--- config.mk ---
export PLATFORM = sky130hd
export DESIGN_NAME = sample_pos_sequencer
export DESIGN_NICKNAME = d
export VERILOG_FILES = /design/src/rtl/sample_pos_sequencer.sv
export SDC_FILE = /design/constraint.sdc
export NUM_CORES = 1
export LEC_CHECK = 0
export ABC_AREA = 1
export CELL_PAD_IN_SITES_DETAIL_PLACEMENT = 0
export CELL_PAD_IN_SITES_GLOBAL_PLACEMENT = 1
export CORE_MARGIN = 2
export CORE_UTILIZATION = 35
export DETAILED_ROUTE_END_ITERATION = 7
export DONT_BUFFER_PORTS = 1
export GPL_ROUTABILITY_DRIVEN = 1
export PLACE_DENSITY_LB_ADDON = 0.05
export SYNTH_ARGS = -nofsm -noshare
export SYNTH_HDL_FRONTEND = slang
export SYNTH_SLANG_ARGS = --single-unit
--- constraint.sdc ---
create_clock -name clk -period 3.4 [get_ports clk]
set_clock_uncertainty 0.2 [all_clocks]
set_input_delay 0.34 -clock clk [delete_from_list [all_inputs] [get_ports clk]]
set_output_delay 0.34 -clock clk [all_outputs]
set_load 0.03 [all_outputs]
--- src/rtl/sample_pos_sequencer.sv ---
// Purpose : per-voice phase accumulator sweeping a position RAM once per sample tick.
// Latency : first pos_valid one cycle after the READ that follows the accepting tick; sweep = 2*NUM_VOICES cycles.
// Backpr. : none; ticks arriving while busy are dropped and flagged on tick_overrun.
//
// Ports:
//   clk, reset_n        - clock (rising edge), asynchronous active-low reset
//   sample_tick         - starts one sweep over all voices when idle
//   voice_inc           - increment for the voice on voice_idx, same cycle
//   voice_idx           - voice currently processed (also the RAM address)
//   ram_addr/din/we     - position RAM write port / address
//   ram_dout            - asynchronous read data for ram_addr
//   pos_out, pos_valid  - updated position and its one-cycle strobe
//   busy                - high while clearing or sweeping
//   tick_overrun        - one-cycle pulse after a dropped tick
module sample_pos_sequencer #(
    parameter int ADDR_WIDTH = 10,
    parameter int DATA_WIDTH = 16,
    parameter int NUM_VOICES = 8,
    parameter int WAVE_LEN   = 1024
) (
    input  logic                  clk,
    input  logic                  reset_n,
    input  logic                  sample_tick,
    input  logic [DATA_WIDTH-1:0] voice_inc,
    output logic [ADDR_WIDTH-1:0] voice_idx,
    output logic [ADDR_WIDTH-1:0] ram_addr,
    output logic [DATA_WIDTH-1:0] ram_din,
    output logic                  ram_we,
    input  logic [DATA_WIDTH-1:0] ram_dout,
    output logic [DATA_WIDTH-1:0] pos_out,
    output logic                  pos_valid,
    output logic                  busy,
    output logic                  tick_overrun
);

    typedef enum logic [1:0] {
        ST_CLEAR = 2'd0,
        ST_IDLE  = 2'd1,
        ST_READ  = 2'd2,
        ST_WRITE = 2'd3
    } state_t;

    localparam logic [DATA_WIDTH:0]   LP_WAVE = (DATA_WIDTH+1)'(WAVE_LEN);
    localparam logic [ADDR_WIDTH-1:0] LP_LAST = ADDR_WIDTH'(NUM_VOICES - 1);

    state_t                r_state;
    state_t                w_state_nxt;
    logic [ADDR_WIDTH-1:0] r_idx;
    logic [ADDR_WIDTH-1:0] w_idx_nxt;
    logic [DATA_WIDTH-1:0] r_next;
    logic [DATA_WIDTH-1:0] w_next_nxt;
    logic                  r_overrun;
    logic                  w_busy;
    logic                  w_last;
    logic [DATA_WIDTH:0]   w_sum;
    logic [DATA_WIDTH-1:0] w_wrapped;

    // One extra bit so the sum cannot overflow before the wrap compare.
    assign w_sum     = {1'b0, ram_dout} + {1'b0, voice_inc};
    // In-contract operands are < WAVE_LEN, so one subtraction suffices.
    assign w_wrapped = (w_sum >= LP_WAVE) ? DATA_WIDTH'(w_sum - LP_WAVE) : DATA_WIDTH'(w_sum);
    assign w_last    = (r_idx == LP_LAST);

    always_ff @(posedge clk or negedge reset_n) begin
        if (!reset_n) begin
            r_state   <= ST_CLEAR;
            r_idx     <= '0;
            r_next    <= '0;
            r_overrun <= 1'b0;
        end else begin
            r_state   <= w_state_nxt;
            r_idx     <= w_idx_nxt;
            r_next    <= w_next_nxt;
            // A tick seen while busy is never acted on; only flagged.
            r_overrun <= sample_tick & w_busy;
        end
    end

    always_comb begin
        w_state_nxt = r_state;
        w_idx_nxt   = r_idx;
        w_next_nxt  = r_next;
        ram_we      = 1'b0;
        ram_din     = '0;
        pos_valid   = 1'b0;
        w_busy      = 1'b1;
        case (r_state)
            ST_CLEAR: begin
                ram_we = 1'b1;
                if (w_last) begin
                    w_state_nxt = ST_IDLE;
                    w_idx_nxt   = '0;
                end else begin
                    w_idx_nxt = r_idx + ADDR_WIDTH'(1);
                end
            end
            ST_IDLE: begin
                w_busy = 1'b0;
                if (sample_tick) begin
                    w_state_nxt = ST_READ;
                    w_idx_nxt   = '0;
                end
            end
            ST_READ: begin
                w_next_nxt  = w_wrapped;
                w_state_nxt = ST_WRITE;
            end
            ST_WRITE: begin
                ram_we    = 1'b1;
                ram_din   = r_next;
                pos_valid = 1'b1;
                if (w_last) begin
                    w_state_nxt = ST_IDLE;
                    w_idx_nxt   = '0;
                end else begin
                    w_state_nxt = ST_READ;
                    w_idx_nxt   = r_idx + ADDR_WIDTH'(1);
                end
            end
            default: begin
                w_state_nxt = ST_CLEAR;
                w_idx_nxt   = '0;
            end
        endcase
    end

    // r_next only changes at the end of READ, so it also serves as the
    // held pos_out between WRITE cycles.
    assign voice_idx    = r_idx;
    assign ram_addr     = r_idx;
    assign pos_out      = r_next;
    assign busy         = w_busy;
    assign tick_overrun = r_overrun;

endmodule

Word-level counts from Yosys, hierarchy flattened
Index checks and enable logic that the tools add are counted.
- equality and inequality tests: 6
- add/subtract/negate cells: 3
- reductions and logical operators: 5
- order comparisons: 1
- bitwise logic cells: 1
- mux-type cells: 12
- operators with widths (cell ; count):
    $mux W16 ; 2
    $mux W10 ; 2
    $pmux W10 S2 ; 1
    $add A16 B16 Y17 ; 1
    $ge A17 B11 Y1 const B ; 1
    $sub A16 B11 Y16 const B ; 1
    $add A10 B1 Y10 const B ; 1
    $eq A10 B3 Y1 const B ; 1
    $pmux W2 S4 ; 1
    $mux W2 ; 3
    $eq A2 B2 Y1 const B ; 2
    $ne A2 B2 Y1 const B ; 2
    $reduce_and A2 Y1 ; 2
    $mux W1 ; 3
    $eq A2 B1 Y1 const B ; 1
    $logic_not A2 Y1 ; 1
    $reduce_bool A2 Y1 ; 1
    $reduce_or A2 Y1 ; 1
    $and A1 B1 Y1 ; 1
- output and inout bits: 56
- bits of input ports: 35
- logic and storage cells: 32
- bits in registers: 29

Depth between registers and ports, before layout
- depth after elaboration: 4
- gate-level depth with buffers: 21
- depth with buffers taken out: 21

Worst setup path after synthesis
Ideal clock, no wire load.
- path type: input to register
- start: in voice_inc[0]
- end: reg r_next[15] (netlist: pos_out[15])
- stages on the path: 19
- arrival: 2.216 ns
- library setup time: 0.065 ns
- data required time: 3.135 ns
- setup slack: 0.919 ns
- cells stage by stage: ha_1 > inv_1 > fa_1 > inv_1 > nand3_1 > nand3_1 > nand2_1 > nand2_2 > ha_1 > nand3b_1 > nor2_1 > nand3_1 > nor2_1 > nand2_1 > nor2_1 > nand2_1 > nand3_4 > nand3_2 > nand2_2
- longest elaborated chain between the ends: 3
- elaborated cells between the ends (all ways): 4
- classes of those cells: add/sub: 2; order compare: 1; mux: 1
- RTL lines (what ; line ; text):
    start: declaration ; 24 ; input logic [DATA_WIDTH-1:0] voice_inc,
    $add A16 B16 Y17 * ; 59 ; assign w_sum = {1'b0, ram_dout} + {1'b0, voice_inc};
    $sub A16 B11 Y16 / $ge A17 B11 Y1 (equally long branches) ; 61 ; assign w_wrapped = (w_sum >= LP_WAVE) ? DATA_WIDTH'(w_sum - LP_WAVE) : DATA_WIDTH'(w_sum);
    $mux W16 * ; 61 ;
    end signal: assignment ; 73 ; r_next <= w_next_nxt;
    end: declaration ; 50 ; logic [DATA_WIDTH-1:0] r_next;
Every way passes the cells marked *; elsewhere a longest branch is shown, timed or not.
A chain may end at the register's enable or synchronous reset.

Worst setup path in the final report
- start: in voice_inc[0]
- end: reg r_next[13] (netlist: pos_out[13])
Same word-level chain as after synthesis.

==> summary.txt <==
Outcome = complete, no violations
Initial antenna violation count = 0
GP Congestion = 0.765
ANT nets after route = 0
# clock sinks = 29
TritonCTS clock tree = built
Clk Latency, worst-skew pair = 0.27 ns
TritonCTS Buffers = 5
Vias in the first global route = 2379
Register area = 726 um^2
Fin. max-slew vios = 0
Finished Layout Cells = 537
Worst-path fanout max = 6
Syn Area/Cell = 6.40 um^2
Total track usage = 0.160
Inst Count DP = 527
Hold Fails Final Rpt = 0
Fin util = 0.386
Top cells by count, synth = 147 x nand2_1, 72 x inv_1, 29 x dfrtp_1, 28 x nand3_1, 26 x nor2_1
Chip width = 93.0 um
Reg2reg path depth = 10
Unique cell type count in the Yosys netlist = 31
RR Endpoint = ram_addr[6]$_DFFE_PN0P_
Antenna cell count = 0
Synth Net Count = 492
WL per Instance = 12.5 um
Fillers = 853
Post-synth top area cell = dfrtp_1
Leak = 1.71 nW
Critical Path End = pos_out[13]$_DFFE_PN0P_
Layout cell share with drive strength beyond 1 = 0.108
TritonRoute pass-1 iters = 4
Initial Util = 0.361
DR vias/cell = 4.63
Most common cell in the synthesized netlist = nand2_1
Area grow syn2layout = 7.13%
Max IR drop VDD = 0.203 mV
Num rows = 32
Max cap viols = 0
Startpoint types = input pin
Area contributors post-synth = dfrtp_1 26%, nand2_1 20%, ha_1 10%, inv_1 9.8%, nand3_1 5.1%
Sequential area share after synthesis = 0.262
Top FF cell, synth = dfrtp_1
Pin count of the biggest net entering global routing = 30
Die Ht = 93.0 um
Pwr Total = 0.00224 W
Worst slew margin = 0.538
Footprint of the multi-input gates = 0.00164 mm^2
Top Ports = 91
FFs w/ async S/R, synth = 1.00
Worst r2r src = r_state[1]$_DFFE_PN0P_
Core footprint = 0.00769 mm^2
Clock root cell = clkbuf_8
Setup Viol. Count Final = 0
Number of synthesized flops with an enable pin = 0
Nets@finish = 494
Pwr dens = 754 mW/mm^2
Critical Path Source = voice_inc[0]
Period utilisation layout = 0.735
Post-Syn Area = 0.00277 mm^2
Top-area cell type share of the netlist area = 0.262
Drt total wl = 6.72 mm
CP endpoint kind = flip-flop
Final TNS setup = 0 ns
Crit path required time = 3.41 ns
First-pass GRT wire length = 11.2 mm
Die area = 0.00865 mm^2
Post-DP HPWL = 5.51 mm
Min Tclk post-route = 2.50 ns
CTS H-tree lvls = 2
WS Path Type = in2reg
Clock Path Buffers = 2
Hold/Removal Path Class = in2reg
Synth Register Bits = 29
Post-Synthesis Cells = 433
Fmax = 400 MHz
Count of buffers from port buffering = 0
GRT Residual Overflow = 0
Worst EP arrival = 2.51 ns
Worst slew pin tran = 0.693 ns
Clock-pin slew on the worst setup and hold paths = 0.06 ns
Initial DRC count = 107
Via count = 2484
Drc violations = 0
RSZ-0062 raised after global routing = false
Synth warnings = 0
Worst R2R Setup Slack = 0.98 ns
-- worst max-delay path: stages --
cell and delay, ns:
ha_1 0.18, inv_1 0.07, fa_1 0.39, inv_1 0.10, nand3_1 0.14, nand3_1 0.11, nand2_1 0.06, nand2_2 0.09
ha_1 0.16, nand3b_1 0.08, nor2_1 0.10, nand3_1 0.08, nor2_1 0.10, nand2_1 0.05, nor2_1 0.09, nand2_1 0.10
nand3_4 0.12, nand3_1 0.08, nand2_1 0.06
-- area by class of cell --
| class | count | share of cell area |
|---|---|---|
| inverters | 82 | 0.104 |
| multi-input cells | 308 | 0.551 |
| well taps | 102 | 0.0430 |
| flip-flops and latches | 29 | 0.244 |
| clock buffers | 7 | 0.0291 |
| repair buffers | 9 | 0.0287 |
-- through the flow --
stage	hold WS, ns	setup WS (ns)	instance area [um^2]
3_5_place_dp	-0.155	0.630	2840
2_1_floorplan	-0.156	0.919	2770
3_3_place_gp	-0.155	0.655	2840
6_report	0.152	0.900	2970
5_1_grt	0.156	0.580	2970
4_1_cts	0.131	0.897	2970
-- cells by family after synthesis --
logic type | synth area share
muxes | 0.00361
AOI/OAI and AO/OA | 0.0655
buffers and inverters | 0.148
adders and majority gates | 0.111
xor gates and xnor gates | 0.0190
DFF | 0.262
and+or+nand+nor | 0.391
-- per-layer routing --
| metal | routed length (um) | track usage | part of all wire |
|---|---|---|---|
| met1 | 3100 | 0.200 | 0.46 |
| met2 | 3270 | 0.286 | 0.49 |
| met3 | 253 | 0.0193 | 0.038 |
| met4 | 95 | 0.0515 | 0.014 |
| met5 | 0 | 0 | 0 |
-- sequential cells by signal, summed over array words and instances, names as in the netlist --
signal / count
pos_out: 16
r_state: 2
ram_addr: 10
tick_overrun: 1
-- placed cells by master, fill, tap and decap left out, types with 7 or more instances in the layout --
cell | synthesis | final
o21ai_0 | 16 | 16
nand4_1 | 7 | 7
dfrtp_1 | 29 | 29
nand2_1 | 147 | 147
nor3_1 | 7 | 7
nand2_2 | 14 | 14
a21oi_1 | 13 | 13
ha_1 | 23 | 23
nand3_1 | 28 | 28
inv_2 | 9 | 9
inv_1 | 72 | 72
nor2_1 | 26 | 26
-- how the worst min path moves through the flow --
| stage | end | slack [ns] | cells past startpoint | start |
|---|---|---|---|---|
| global placement | r_state[0]$_DFFE_PN0P_ | -0.15 | 0 | reset_n |
| global route | pos_out[0]$_DFFE_PN0P_ | 0.16 | 3 | ram_dout[0] |
| detailed placement | r_state[0]$_DFFE_PN0P_ | -0.15 | 0 | reset_n |
| finish | pos_out[0]$_DFFE_PN0P_ | 0.15 | 3 | ram_dout[0] |
| CTS | pos_out[0]$_DFFE_PN0P_ | 0.13 | 3 | ram_dout[0] |
| floorplan | pos_out[0]$_DFFE_PN0P_ | -0.16 | 0 | reset_n |
-- timing repair --
| action | CTS | global route |
|---|---|---|
| setup buffers | 0 | 0 |
| setup endpoints to repair | 0 | 0 |
| hold buffers | 3 | 0 |
| hold endpoints to repair | 30 | 0 |
| gates resized for setup | 0 | 0 |
-- power breakdown --
part / switching [W] / total (W) / leakage (nW) / internal [W]
Clock: 0.000121 / 0.000281 / 0.0443 / 0.000160
Sequential: 0.000326 / 0.000803 / 0.365 / 0.000477
Combinational: 0.000829 / 0.00116 / 1.30 / 0.000326
No activity file was read; power rests on OpenSTA's default activity.
